File: src/rtl/rxll_frame_ctrl.sv
// Read-side sequencer for the 36-bit FWFT receive LocalLink FIFO: forwards one buffered frame at a time,
// truncating oversize frames, discarding orphan words, and reporting length/error status per frame.
module rxll_frame_ctrl #(
  parameter int C_MAX_WORDS = 2049,
  parameter int C_LEN_W     = 12
) (
  input  logic               clk,
  input  logic               rst,
  input  logic               enable,
  input  logic [35:0]        fifo_rd_do,
  input  logic               fifo_rd_empty,
  input  logic               fifo_eof_rdy,
  output logic               fifo_rd_en,
  output logic [31:0]        out_data,
  output logic               out_valid,
  output logic               out_sof,
  output logic               out_eof,
  input  logic               out_ready,
  output logic [7:0]         fis_type,
  output logic               busy,
  output logic               done,
  output logic [C_LEN_W-1:0] done_len,
  output logic               done_err,
  output logic               done_ovf
);

  typedef enum logic [1:0] {IDLE, XFER, DROP, DONE} state_t;

  localparam logic [C_LEN_W-1:0] CNT_MAX  = C_LEN_W'(C_MAX_WORDS);
  localparam logic [C_LEN_W-1:0] CNT_LAST = C_LEN_W'(C_MAX_WORDS - 1);

  state_t             state;
  logic [C_LEN_W-1:0] cnt;
  logic               err;
  logic               ovf;

  logic               w_sof;
  logic               w_bad;
  logic               w_eof;
  logic               unused_rsvd;
  logic [C_LEN_W-1:0] cnt_inc;
  logic               frame_err;

  assign w_sof       = fifo_rd_do[32];
  assign w_bad       = fifo_rd_do[33];
  assign w_eof       = fifo_rd_do[34];
  assign unused_rsvd = fifo_rd_do[35];
  assign out_data    = fifo_rd_do[31:0];
  assign busy        = (state != IDLE);

  // Length saturates so dropped tail words of a truncated frame do not wrap the count.
  assign cnt_inc   = (cnt == CNT_MAX) ? cnt : cnt + 1'b1;
  assign frame_err = err | w_bad | ((state == XFER) && (cnt != '0) && w_sof);

  always_comb begin
    out_valid  = 1'b0;
    out_sof    = 1'b0;
    out_eof    = 1'b0;
    fifo_rd_en = 1'b0;
    case (state)
      XFER: begin
        out_valid  = !fifo_rd_empty;
        out_sof    = out_valid && (cnt == '0);
        out_eof    = out_valid && (w_eof || (cnt == CNT_LAST));
        fifo_rd_en = out_valid && out_ready;
      end
      DROP:    fifo_rd_en = !fifo_rd_empty;
      default: ;
    endcase
  end

  always_ff @(posedge clk) begin
    if (rst) begin
      state    <= IDLE;
      cnt      <= '0;
      err      <= 1'b0;
      ovf      <= 1'b0;
      fis_type <= 8'h00;
      done     <= 1'b0;
      done_len <= '0;
      done_err <= 1'b0;
      done_ovf <= 1'b0;
    end else begin
      done <= 1'b0;
      case (state)
        IDLE: begin
          if (enable && fifo_eof_rdy && !fifo_rd_empty) begin
            cnt <= '0;
            ovf <= 1'b0;
            // A head word without SOF cannot belong to a forwardable frame.
            err   <= !w_sof;
            state <= w_sof ? XFER : DROP;
          end
        end
        XFER: begin
          if (fifo_rd_en) begin
            cnt <= cnt_inc;
            err <= frame_err;
            if (cnt == '0) fis_type <= fifo_rd_do[7:0];
            if (w_eof) begin
              state    <= DONE;
              done     <= 1'b1;
              done_len <= cnt_inc;
              done_err <= frame_err;
              done_ovf <= ovf;
            end else if (cnt == CNT_LAST) begin
              state <= DROP;
              ovf   <= 1'b1;
            end
          end
        end
        DROP: begin
          if (fifo_rd_en) begin
            cnt <= cnt_inc;
            err <= frame_err;
            if (w_eof) begin
              state    <= DONE;
              done     <= 1'b1;
              done_len <= cnt_inc;
              done_err <= frame_err;
              done_ovf <= ovf;
            end
          end
        end
        // One dead cycle so fifo_eof_rdy reflects the EOF just popped.
        DONE:    state <= IDLE;
        default: state <= IDLE;
      endcase
    end
  end

endmodule
File: config.mk
export PLATFORM = sky130hd
export DESIGN_NAME = rxll_frame_ctrl
export DESIGN_NICKNAME = d
export VERILOG_FILES = /design/src/rtl/rxll_frame_ctrl.sv
export SDC_FILE = /design/constraint.sdc
export NUM_CORES = 1
export LEC_CHECK = 0
export CAP_MARGIN = 10
export CORE_ASPECT_RATIO = 1.5
export CORE_UTILIZATION = 45
export CTS_BUF_LIST = sky130_fd_sc_hd__clkbuf_16
export DETAILED_ROUTE_END_ITERATION = 8
export PLACE_DENSITY = 0.91
export SYNTH_ARGS = -nofsm -noshare
export SYNTH_HDL_FRONTEND = slang
export SYNTH_SLANG_ARGS = --single-unit
File: constraint.sdc
create_clock -name clk -period 5.65 [get_ports clk]
set_clock_uncertainty 0.15 [all_clocks]
set_input_delay 0.565 -clock clk [delete_from_list [all_inputs] [get_ports clk]]
set_output_delay 0.565 -clock clk [all_outputs]
set_load 0.01 [all_outputs]
==> reports/metrics.cfg <==
[die]
die_area_sq_um = 5515
rows = 31
core_area_sq_um = 4926
initial_utilization_pct = 47.65
dieWidth_um = 60.97
pin_count = 102
dieHeight_um = 90.46

[synthesis]
synth.top_cell.area_share_pct = 33.26
yosys_register_bits = 39
synth_common_cells = 39 x dfxtp_1, 32 x buf_4, 24 x nor2_1
synthArstFlopShare_pct = 0
yosysTopAreaCell = dfxtp_1
synth_ff_type = dfxtp_1
synth_edf_count = 0
yosys-top-cells-area = dfxtp_1 33%, buf_4 10%, ha_1 4.3%
ys_seq_area_share_pct = 33.26
syn_inst = 281
mappedNetlistNets = 331
yosysUniqueCellTypes = 53
avgSynthCellArea_sq_um = 8.353
syn-cell-area_sq_um = 2347
ys_warn_count = 0
yosys.cell_count.top_type = dfxtp_1

[route]
post-route-drc-count = 0
finalWirelength_um = 5925
ant_nets = 0
wl_per_cell_um = 16.50
num_vias = 2158
drt_first_iter_violations = 163
avgViaCountPerCell = 6.011
dr.pass1.iters = 6

[power]
leakage_nw = 0.9334
ir_worst_vdd_mv = 0.1443
p_per_area_nw_per_um2 = 311.8

[worst_setup_path]
crit_family = simple AND/OR/NAND/NOR gates
crit_path_end_kind = output pin
worstPathRequired_ns = 4.93
cpMaxStageDelayCell = clkdlybuf4s50_1
path_max_fanout = 11
critical_path_class = reg -> out
max_stage_delay_ns = 0.56
critical_path_buf_inv_count = 1
cp_cell_sequence = nor4_1, nand3_1, nor2_1, clkdlybuf4s50_1
startpoint_type = flip-flop
cp.arrival_ns = 2.36

[cells_and_area]
fill_cells = 431
area_growth_pct = 19.62
antenna_cells = 0
final_net_count = 342
drive_gt1_share_pct = 6.485
regArea_sq_um = 780.7
multi_input_area_sq_um = 1204

[global_routing]
overflow = 0
grt_util_met3_pct = 2.436
antenna_found_initial = 0
grt_max_degree = 38
met1_usage_pct = 24.60
busiest_layer = met2
grt_pass1_vias = 2014
grt_pass1_wl_um = 9404
grt_usage_pct = 22.12
grt_use_met2_pct = 38.74

[sta]
setup_viol = 0
fin_crit_ns = 3.075
tightest_slew_ns = 0.9857
fin_tns_setup_ns = 0
rsz0062_at_grt = false
maxSlewViolCount = 0
slew_headroom_pct = 33.78
max_freq_mhz = 325.2
hold_violations = 0
worst_hold_slack_ns = 0.3161
timing.final.crit_share_pct = 54.43

[placed_design]
io_buffers = 52
hpwl_um = 4130
gp_congestion = 0.8815

[cts]
h-tree-depth = 2
cts_buffers = 5
cts_root_buf = clkbuf_16
cts-hold-fix-buffers = 0
clk_latency_ns = 0.28
clk_path_buf_depth = 2
clock_sinks = 39
clk_pin_slew_worst_paths_ns = 0.06
cts_resized = 0
postCtsSetupBuffers = 0
cts_tree = yes

[outcome]
status = completed

[hold_path]
holdCritPathClass = reg -> reg

[job]
drv_cap = 0

[power breakdown]
group / leakage, nW / switching, mW / internal (mW)
clock: 0.0812 / 0.109 / 0.206
combinational: 0.538 / 0.167 / 0.0968
sequential: 0.314 / 0.00914 / 0.287
[cells in the final DEF (no fill, tap or decap), types with 2 or more instances in the layout]
| cell | n |
|---|---|
| or3b_2 | 3 |
| inv_1 | 11 |
| or3_1 | 3 |
| clkbuf_16 | 5 |
| xor2_1 | 6 |
| ha_1 | 8 |
| nor4_1 | 3 |
| o21ai_0 | 14 |
| nand3b_1 | 2 |
| a31oi_1 | 2 |
| nor2_1 | 24 |
| clkdlybuf4s50_1 | 52 |
| nand2_1 | 8 |
| and2_1 | 3 |
| o31ai_1 | 6 |
| nor3b_2 | 2 |
| and4_1 | 4 |
| nand4_1 | 2 |
| a311oi_1 | 4 |
| dfxtp_1 | 39 |
| a21oi_1 | 17 |
| and3_1 | 3 |
| nand3_1 | 16 |
| a211oi_1 | 13 |
| nand2b_1 | 4 |
| nor3_1 | 4 |
| mux2i_1 | 3 |
| xnor2_1 | 5 |
| buf_4 | 2 |
[per-layer routing]
layer  up-vias  part of all wire, %
met1      1010                   36
li1       1008                    -
met3        36                  6.5
met2       104                   53
met4         0                  4.1
met5         -                    0
[cell families after synthesis]
family / synth area share (%)
DFF: 33.26
and+or+nand+nor: 21.64
AOI/OAI and AO/OA: 19.51
muxes: 1.759
xor gates and xnor gates: 4.104
adders and majority gates: 4.265
buffers and inverters: 15.46
[sequential cells by signal (all words and copies together), names as in the netlist]
signal    flops
cnt          12
done_len     12
fis_type      8
state         2
done          1
done_err      1
done_ovf      1
err           1
ovf           1
[through the flow]
step	instance area (sq um)	std cells	setup slack [ns]	utilization (%)	total power, mW
after floorplan	2347	281	3.438	-	0.4946
after global placement	2644	351	2.706	53.67	0.5486
after detailed placement	2644	351	2.621	53.67	0.5581
after CTS	2808	359	2.639	57.00	0.8668
after global routing	2808	359	2.439	57.00	0.9089
final	2808	359	2.575	57.00	0.8755
[area by class of cell]
cell class	count	share of cell area (%)
Clock buffer	5	4.456
Clock inverter	3	1.381
Tap cell	66	2.941
Inverter	11	1.471
Sequential cell	39	27.81
Multi-Input combinational cell	181	42.87
Timing Repair Buffer	54	19.07
[tightest hold or removal path, delay by kind of cell, from the launching register on]
kind / cells / cell delay (ns)
simple gates: 1 / 0.05
compound gates: 1 / 0.06
flops: 1 / 0.31
[worst paths after layout]
check | start | end | slack (ns) | cells after the start
max | cnt[2]$_SDFFE_PP0P_ | out_sof | 2.57 | 4
min reg2reg | done_len[0]$_SDFFE_PP0P_ | done_len[0]$_SDFFE_PP0P_ | 0.32 | 2
min | done_len[0]$_SDFFE_PP0P_ | done_len[0]$_SDFFE_PP0P_ | 0.32 | 2
max reg2reg | state[1]$_SDFFE_PP0P_ | cnt[5]$_SDFFE_PP0P_ | 2.65 | 6
Note: power is estimated with default switching activity, not from simulation.
